[src/rtl/x_count_uart_tx.sv]
// Snapshots a 32-bit count on request and sends it as four 8N1 UART bytes, MSB byte first, LSB bit first.
// Latency: line drops one cycle after the capture edge; frame occupies 40*CLK_DIV cycles, o_done one cycle after.
// Backpressure: none; i_send is ignored while busy (no queue), held i_send restarts on the o_done cycle.
module x_count_uart_tx #(
  parameter int CLK_DIV = 16
) (
  input  logic        i_clk,
  input  logic        i_rst_n,
  input  logic [31:0] i_count,
  input  logic        i_send,
  output logic        o_tx,
  output logic        o_busy,
  output logic        o_done
);

  localparam int DIV_W = (CLK_DIV > 1) ? $clog2(CLK_DIV) : 1;
  localparam logic [DIV_W-1:0] DIV_LAST = DIV_W'(CLK_DIV - 1);

  typedef enum logic [1:0] {
    S_IDLE,
    S_START,
    S_DATA,
    S_STOP
  } state_t;

  state_t           r_state, w_state_nxt;
  logic [31:0]      r_snap, w_snap_nxt;
  logic [DIV_W-1:0] r_div, w_div_nxt;
  logic [2:0]       r_bit, w_bit_nxt;
  logic [1:0]       r_byte, w_byte_nxt;
  logic             r_tx, w_tx_nxt;
  logic             r_busy, w_busy_nxt;
  logic             r_done, w_done_nxt;

  logic             w_term;
  logic [2:0]       w_bit_inc;
  logic [7:0]       w_cur;

  assign w_term    = (r_div == DIV_LAST);
  assign w_bit_inc = r_bit + 3'd1;

  // Select the byte currently on the wire, most significant byte first
  always_comb begin
    w_cur = r_snap[31:24];
    unique case (r_byte)
      2'd0: w_cur = r_snap[31:24];
      2'd1: w_cur = r_snap[23:16];
      2'd2: w_cur = r_snap[15:8];
      2'd3: w_cur = r_snap[7:0];
      default: w_cur = r_snap[31:24];
    endcase
  end

  // Next-state and next-output logic; outputs are computed one cycle ahead and registered
  always_comb begin
    w_state_nxt = r_state;
    w_snap_nxt  = r_snap;
    w_div_nxt   = w_term ? '0 : r_div + DIV_W'(1);
    w_bit_nxt   = r_bit;
    w_byte_nxt  = r_byte;
    w_tx_nxt    = 1'b1;
    w_done_nxt  = 1'b0;

    unique case (r_state)
      S_IDLE: begin
        w_div_nxt = '0;
        if (i_send) begin
          w_state_nxt = S_START;
          w_snap_nxt  = i_count;
          w_bit_nxt   = 3'd0;
          w_byte_nxt  = 2'd0;
          w_tx_nxt    = 1'b0;
        end
      end
      S_START: begin
        w_tx_nxt = 1'b0;
        if (w_term) begin
          w_state_nxt = S_DATA;
          w_tx_nxt    = w_cur[0];
        end
      end
      S_DATA: begin
        w_tx_nxt = w_cur[r_bit];
        if (w_term) begin
          if (r_bit == 3'd7) begin
            w_state_nxt = S_STOP;
            w_tx_nxt    = 1'b1;
          end else begin
            w_bit_nxt = w_bit_inc;
            w_tx_nxt  = w_cur[w_bit_inc];
          end
        end
      end
      S_STOP: begin
        w_tx_nxt = 1'b1;
        if (w_term) begin
          if (r_byte != 2'd3) begin
            w_state_nxt = S_START;
            w_byte_nxt  = r_byte + 2'd1;
            w_bit_nxt   = 3'd0;
            w_tx_nxt    = 1'b0;
          end else begin
            w_state_nxt = S_IDLE;
            w_done_nxt  = 1'b1;
          end
        end
      end
      default: w_state_nxt = S_IDLE;
    endcase

    w_busy_nxt = (w_state_nxt != S_IDLE);
  end

  // State, datapath and registered outputs; reset forces an idle line immediately
  always_ff @(posedge i_clk or negedge i_rst_n) begin
    if (!i_rst_n) begin
      r_state <= S_IDLE;
      r_snap  <= '0;
      r_div   <= '0;
      r_bit   <= '0;
      r_byte  <= '0;
      r_tx    <= 1'b1;
      r_busy  <= 1'b0;
      r_done  <= 1'b0;
    end else begin
      r_state <= w_state_nxt;
      r_snap  <= w_snap_nxt;
      r_div   <= w_div_nxt;
      r_bit   <= w_bit_nxt;
      r_byte  <= w_byte_nxt;
      r_tx    <= w_tx_nxt;
      r_busy  <= w_busy_nxt;
      r_done  <= w_done_nxt;
    end
  end

  assign o_tx   = r_tx;
  assign o_busy = r_busy;
  assign o_done = r_done;

endmodule

[config.mk]
export PLATFORM = sky130hd
export DESIGN_NAME = x_count_uart_tx
export DESIGN_NICKNAME = d
export VERILOG_FILES = /design/src/rtl/x_count_uart_tx.sv
export SDC_FILE = /design/constraint.sdc
export NUM_CORES = 1
export LEC_CHECK = 0
export CAP_MARGIN = 20
export CELL_PAD_IN_SITES_DETAIL_PLACEMENT = 0
export CELL_PAD_IN_SITES_GLOBAL_PLACEMENT = 1
export CORE_ASPECT_RATIO = 2
export CORE_MARGIN = 2
export CORE_UTILIZATION = 42
export CTS_CLUSTER_DIAMETER = 80
export DETAILED_ROUTE_END_ITERATION = 6
export PLACE_DENSITY = 0.76
export SKIP_CTS_REPAIR_TIMING = 1
export SKIP_LAST_GASP = 1
export SLEW_MARGIN = 20
export SYNTH_ARGS = -nofsm -noshare
export SYNTH_HDL_FRONTEND = slang
export SYNTH_SLANG_ARGS = --single-unit
[constraint.sdc]
create_clock -name i_clk -period 2.89 [get_ports i_clk]
set_clock_uncertainty 0.05 [all_clocks]
set_input_delay 0.578 -clock i_clk [delete_from_list [all_inputs] [get_ports i_clk]]
set_output_delay 0.578 -clock i_clk [all_outputs]
set_load 0.05 [all_outputs]
Word-level counts from Yosys, hierarchy flattened. Index checks and enable logic that the tools add are counted.

Equality and inequality tests: 14. Reduce and logical (&&, ||, !) cells: 8. Add/sub/neg operators: 3. Magnitude comparators: 2. Mux-type cells: 33.

Operator list (count): $pmux 8 s4 (1); $mux 2 (8); $mux 3 (5); $ne 2x2->1 const B (6); $mux 1 (11); $pmux 3 s3 (1); $eq 2x2->1 const B (4); $lt 3x4->1 const B (2); $mux 4 (2); $pmux 2 s4 (1); $bmux 1 s3 (2); $reduce_and 6->1 (1); $add 4x1->4 const B (1); $eq 2x1->1 const B (2); $eq 4x4->1 const B (1); $logic_not 2->1 (2); $pmux 1 s4 (1); $pmux 2 s2 (1); $reduce_and 4->1 (1); $reduce_bool 2->1 (2); $add 3x1->3 const B (1); $eq 3x3->1 const B (1); $reduce_bool 3->1 (1); $add 2x1->2 const B (1); $reduce_and 2->1 (1).

Bits of input ports: 35. Register bits: 46. Word-level logic and storage cells: 68. Output and inout port bits: 3.

Longest topological paths before layout.
Depth in word-level cells: 7. Depth in mapped cells: 9.

Worst setup path after synthesis. Ideal clock, no wire load.

Kind: register to register. Start: reg r_byte[0]. End: reg r_tx (netlist: o_tx). Period minus slack after synthesis: 1.801 ns. Stages on the path, launching flop included: 8. Arrival: 1.667 ns. Path slack: 1.089 ns. Library setup time: 0.084 ns. Path buffers: 1. Cells stage by stage: dfrtp_1 ha_1 buf_6 a222oi_1 mux2i_1 a221o_1 o21ai_1 o31ai_1.

Longest elaborated chain between the ends: 7. Elaborated cells on any way between the ends: 16. Classes of those cells: 4 x eq/ne; 11 x mux; 1 x reduce/logical.

Ends and longest elaborated chain: start, declared (line 30) `logic [1:0] r_byte, w_byte_nxt;`; start signal, assigned (line 130) `r_byte <= w_byte_nxt;`; $eq 2x2->1, or another cell as far along (line 45) `unique case (r_byte)`; $pmux 8 s4 (line 45); $bmux 1 s3 (line 90) `w_tx_nxt = w_cur[w_bit_inc];`; $mux 1 (not written as such) (line 90); $mux 1 (line 85) `if (r_bit == 3'd7) begin`; $mux 1 (line 84) `if (w_term) begin`; $pmux 1 s4 (*) (line 64) `unique case (r_state)`; via w_tx_nxt (line 31) `logic r_tx, w_tx_nxt;`; end signal, assigned (line 131) `r_tx <= w_tx_nxt;`; end, declared (line 31).

The timed path passes the listed nets; every way through them passes the cells marked *. The select of a mux whose other input is x is not followed. A chain may end at the register's enable or synchronous reset.

Worst setup path after layout.
Start: reg r_tx (netlist: o_tx). End: out o_tx.

RTL lines: end, declared (line 11) `output logic o_tx,`.

No word-level cell between the ends.

==> metrics.txt <==
# TYPE chip_impl_metric gauge
chip_impl_info{name="status",value="completed"} 1
chip_impl_metric{name="power_per_cell_area",unit="nW/um2"} 953
chip_impl_metric{name="worst_ir_drop_vdd",unit="uV"} 513
chip_impl_metric{name="yosysTopAreaCellShare",unit=""} 0.493
chip_impl_info{name="synth_top_family_by_area",value="multiplexers"} 1
chip_impl_metric{name="clk_pin_slew",unit="ps"} 80
chip_impl_metric{name="die_width",unit="um"} 56.1
chip_impl_metric{name="drt-wirelength-per-cell",unit="um"} 15.7
chip_impl_metric{name="number_of_global_route_vias_before_repair",unit=""} 1594
chip_impl_info{name="final_cell_mix",value="sky130_fd_sc_hd__dfrtp_1 (45), sky130_fd_sc_hd__clkdlybuf4s50_1 (36), sky130_fd_sc_hd__mux2_2 (32)"} 1
chip_impl_metric{name="seqCellArea",unit="um2"} 1150
chip_impl_metric{name="fraction_of_synthesis_flops_using_an_asynchronous_set_or_reset_pin",unit=""} 1.00
chip_impl_metric{name="globalRouteTotalUtil",unit=""} 0.162
chip_impl_metric{name="synth_enable_flop_cells",unit=""} 0
chip_impl_metric{name="switching_share",unit=""} 0.348
chip_impl_info{name="worst_hold_path_type",value="primary input to asynchronous set/reset pin"} 1
chip_impl_metric{name="mappedNetlistArea",unit="um2"} 2280
chip_impl_info{name="timing.rr.start",value="r_byte[1]$_DFFE_PN0P_"} 1
chip_impl_metric{name="detailedRoute.firstPassIterationCount",unit=""} 5
chip_impl_info{name="crit-reg2reg-capture",value="o_tx$_DFF_PN1_"} 1
chip_impl_metric{name="netSwitchingPower",unit="uW"} 922
chip_impl_metric{name="setup_total_negative_slack",unit="ps"} 0
chip_impl_metric{name="synth.yosys.seq_area_share",unit=""} 0.505
chip_impl_info{name="most_common_library_cell_in_the_layout_ignoring_fill_and_taps",value="sky130_fd_sc_hd__dfrtp_1"} 1
chip_impl_metric{name="tightestPinTransition",unit="ps"} 578
chip_impl_metric{name="routed_wl",unit="um"} 4580
chip_impl_metric{name="yosys-mux-area-fraction",unit=""} 0.180
chip_impl_metric{name="clock-sinks",unit=""} 46
chip_impl_info{name="tritoncts",value="done"} 1
chip_impl_metric{name="port-buffer-count",unit=""} 37
chip_impl_info{name="worstSetupEndpoint",value="o_tx"} 1
chip_impl_metric{name="critPathBufInv",unit=""} 1
chip_impl_metric{name="multi_input_comb_area",unit="um2"} 1040
chip_impl_metric{name="timing.critical_path.required",unit="ps"} 2260
chip_impl_metric{name="detail_route.drc_violations",unit=""} 0
chip_impl_metric{name="worst-path-max-fanout",unit=""} 1
chip_impl_metric{name="finish.net_count",unit=""} 272
chip_impl_metric{name="number_of_drc_markers_after_the_initial_detailed_route_iteration",unit=""} 51
chip_impl_metric{name="relSlewSlack",unit=""} 0.614
chip_impl_info{name="postSynth.topFlopCell",value="sky130_fd_sc_hd__dfrtp_1"} 1
chip_impl_metric{name="layout-area-overhead-vs-synth",unit="%"} 21.6
chip_impl_info{name="critical_path.startpoint",value="o_tx$_DFF_PN1_"} 1
chip_impl_info{name="timing.setup.critical_path_class",value="register to output port"} 1
chip_impl_metric{name="grt.overflow.total",unit=""} 0
chip_impl_metric{name="post_route_cells_drive_above_1_share",unit=""} 0.190
chip_impl_info{name="synth_top_area_cell",value="sky130_fd_sc_hd__dfrtp_1"} 1
chip_impl_metric{name="report.final.hold_viol_count",unit=""} 0
chip_impl_metric{name="grt_first_pass_wirelength",unit="um"} 7690
chip_impl_metric{name="h_tree_depth",unit=""} 2
chip_impl_info{name="timing.critical_path.from_type",value="register"} 1
chip_impl_metric{name="mappedNetlistNets",unit=""} 240
chip_impl_metric{name="dpl.hpwl",unit="um"} 3410
chip_impl_metric{name="post_synth_fa_ha_maj_area_fraction",unit=""} 0.0384
chip_impl_metric{name="post_synthesis_area_per_instance",unit="um2"} 11.5
chip_impl_metric{name="dpl.cell_count",unit=""} 283
chip_impl_metric{name="initial_utilization",unit=""} 0.429
chip_impl_info{name="path_delay_family",value="buffers and inverters"} 1
chip_impl_metric{name="rows",unit=""} 38
chip_impl_metric{name="postLayoutCoreUtil",unit=""} 0.522
chip_impl_metric{name="finalNonFillerCells",unit=""} 291
chip_impl_metric{name="io-pin-count",unit=""} 38
chip_impl_info{name="timing.critical_path.slowest_stage_cell",value="sky130_fd_sc_hd__clkdlybuf4s50_1"} 1
chip_impl_metric{name="timing.max_cap.violations",unit=""} 0
chip_impl_metric{name="power.clock.fraction",unit=""} 0.177
chip_impl_metric{name="core_area",unit="um2"} 5330
chip_impl_metric{name="p_leak",unit="nW"} 1.11
chip_impl_metric{name="netlist_instances",unit=""} 198
chip_impl_metric{name="synth.yosys.warnings",unit=""} 0
chip_impl_metric{name="routed_via_density",unit=""} 5.47
chip_impl_metric{name="ant_nets",unit=""} 0
chip_impl_metric{name="synth.lib_cells_used.distinct",unit=""} 40
chip_impl_metric{name="num-fill-cells",unit=""} 491
chip_impl_metric{name="clock_insertion_delay_at_the_later_pin_of_the_skew_report",unit="ps"} 290
chip_impl_metric{name="critical-path-max-stage-delay",unit="ps"} 790
chip_impl_metric{name="largest_net_degree_at_the_start_of_global_routing",unit=""} 47
chip_impl_metric{name="final_period_minus_worst_setup_slack",unit="ps"} 2230
chip_impl_metric{name="ff2ff_path_depth",unit=""} 7
chip_impl_metric{name="fin_worst_hold_slack",unit="ps"} 222
chip_impl_metric{name="maxSlewViolCount",unit=""} 0
chip_impl_metric{name="final_design_area_no_fill",unit="um2"} 2780
chip_impl_metric{name="post_synth_xor_area_fraction",unit=""} 0.0115
chip_impl_metric{name="cts-buffers-inserted",unit=""} 5
chip_impl_metric{name="seq_power_share",unit=""} 0.436
chip_impl_metric{name="synth_simple_gate_area_share",unit=""} 0.109
chip_impl_metric{name="area_enclosed_by_the_die_boundary",unit="um2"} 6080
chip_impl_info{name="timing.critical_path.cells",value="clkdlybuf4s50_1"} 1
chip_impl_metric{name="chipHeight",unit="um"} 108
chip_impl_metric{name="layout_worst_path_cycle_share",unit=""} 0.770
chip_impl_metric{name="crit_arrival",unit="ps"} 1600
chip_impl_metric{name="diodes",unit=""} 0
chip_impl_metric{name="setup-violations-final",unit=""} 0
chip_impl_metric{name="flop_and_latch_count_out_of_synthesis",unit=""} 46
chip_impl_info{name="clock-root-buffer",value="sky130_fd_sc_hd__clkbuf_8"} 1
chip_impl_info{name="yosys-top-cells-area",value="sky130_fd_sc_hd__dfrtp_1 (49%), sky130_fd_sc_hd__mux2_2 (16%), sky130_fd_sc_hd__ha_1 (3.8%), sky130_fd_sc_hd__a222oi_1 (2.6%), sky130_fd_sc_hd__nand2_1 (2.6%)"} 1
chip_impl_metric{name="synth_compound_area_frac",unit=""} 0.116
chip_impl_metric{name="combPwrFrac",unit=""} 0.387
chip_impl_info{name="setup.worst_path.end_class",value="output port"} 1
chip_impl_metric{name="p_int",unit="mW"} 1.72
chip_impl_metric{name="antenna_found_initial",unit=""} 0
chip_impl_metric{name="worst-path-stages",unit=""} 1
chip_impl_metric{name="clk_path_buf_depth",unit=""} 2
chip_impl_metric{name="detailed_place.area",unit="um2"} 2670
chip_impl_metric{name="worst-r2r-setup-slack",unit="ps"} 720
chip_impl_metric{name="route.vias.total",unit=""} 1593
chip_impl_info{name="grt_setup_unrepaired",value="false"} 1
chip_impl_metric{name="finalWeightedCongestion",unit=""} 0.740
chip_impl_metric{name="max_freq",unit="MHz"} 449
==> logic make-up (layout without fill, tap and decap cells) <==
family	Yosys count	in the layout
DFF	46	46
xor gates and xnor gates	3	3
and+or+nand+nor	51	51
AOI/OAI and AO/OA	37	37
muxes	37	37
adders and majority gates	7	7
buffers and inverters	17	50
==> power groups by stage <==
stage          logic, mW  clock network (mW)  registers, mW
2_1_floorplan      0.799                   0           1.11
3_3_place_gp        1.01                   0           1.15
3_5_place_dp        1.03                   0           1.17
4_1_cts             1.04               0.485           1.16
5_1_grt             1.15               0.515           1.19
6_report            1.02               0.468           1.15
==> per-stage QoR <==
step | setup WS, ps | power, mW
after floorplan | 1090 | 1.91
after global placement | 564 | 2.16
after detailed placement | 478 | 2.20
after CTS | 649 | 2.68
after global routing | 539 | 2.85
final | 665 | 2.65
==> Yosys cell counts, types with 2 or more instances <==
| master | count |
|---|---|
| sky130_fd_sc_hd__nor2b_1 | 7 |
| sky130_fd_sc_hd__o21ai_0 | 8 |
| sky130_fd_sc_hd__ha_1 | 7 |
| sky130_fd_sc_hd__a221o_1 | 2 |
| sky130_fd_sc_hd__nor2_1 | 8 |
| sky130_fd_sc_hd__a21oi_1 | 5 |
| sky130_fd_sc_hd__dfrtp_1 | 45 |
| sky130_fd_sc_hd__o31ai_1 | 3 |
| sky130_fd_sc_hd__nand3_1 | 2 |
| sky130_fd_sc_hd__nand2_1 | 16 |
| sky130_fd_sc_hd__a222oi_1 | 6 |
| sky130_fd_sc_hd__clkbuf_1 | 2 |
| sky130_fd_sc_hd__a22oi_1 | 2 |
| sky130_fd_sc_hd__inv_1 | 3 |
| sky130_fd_sc_hd__buf_2 | 6 |
| sky130_fd_sc_hd__nand2b_1 | 5 |
| sky130_fd_sc_hd__nor3_1 | 7 |
| sky130_fd_sc_hd__mux2_2 | 32 |
| sky130_fd_sc_hd__a31oi_1 | 2 |
| sky130_fd_sc_hd__o21ai_1 | 2 |
| sky130_fd_sc_hd__xnor2_1 | 2 |
| sky130_fd_sc_hd__buf_4 | 4 |
| sky130_fd_sc_hd__mux2i_1 | 5 |
==> sequential cells by signal, indices dropped and copies added (netlist names) <==
name,flops
o_busy,1
o_done,1
o_tx,1
r_bit,3
r_byte,2
r_div,4
r_snap,32
r_state,2
==> final cells by class <==
type,instances,share of cell area
sequential,46,0.415
tap,60,0.0270
multi-input combinational,135,0.373
timing repair buffer,38,0.140
clock buffer,6,0.0261
inverter,4,0.00541
clock inverter,2,0.0135
==> worst min-delay path by stage <==
stage                             startpoint                  to  slack, ps
after CTS                            i_rst_n  r_div[1]$_DFF_PN0_        430
after floorplan                      i_rst_n    o_busy$_DFF_PN0_        230
after global placement    r_div[0]$_DFF_PN0_  r_div[0]$_DFF_PN0_        410
after global routing                 i_rst_n  r_div[1]$_DFF_PN0_        260
after detailed placement  r_div[0]$_DFF_PN0_  r_div[0]$_DFF_PN0_        420
final                                i_rst_n  r_div[1]$_DFF_PN0_        220
==> routing by layer <==
metal | routed length (um) | track usage | up-vias
met1 | 1990 | 0.206 | 768
met4 | 46 | 0.0612 | 0
met5 | 0 | 0 | -
met3 | 168 | 0.0275 | 4
met2 | 2370 | 0.274 | 42
li1 | - | - | 779
Power figures use the tool's default switching activity.
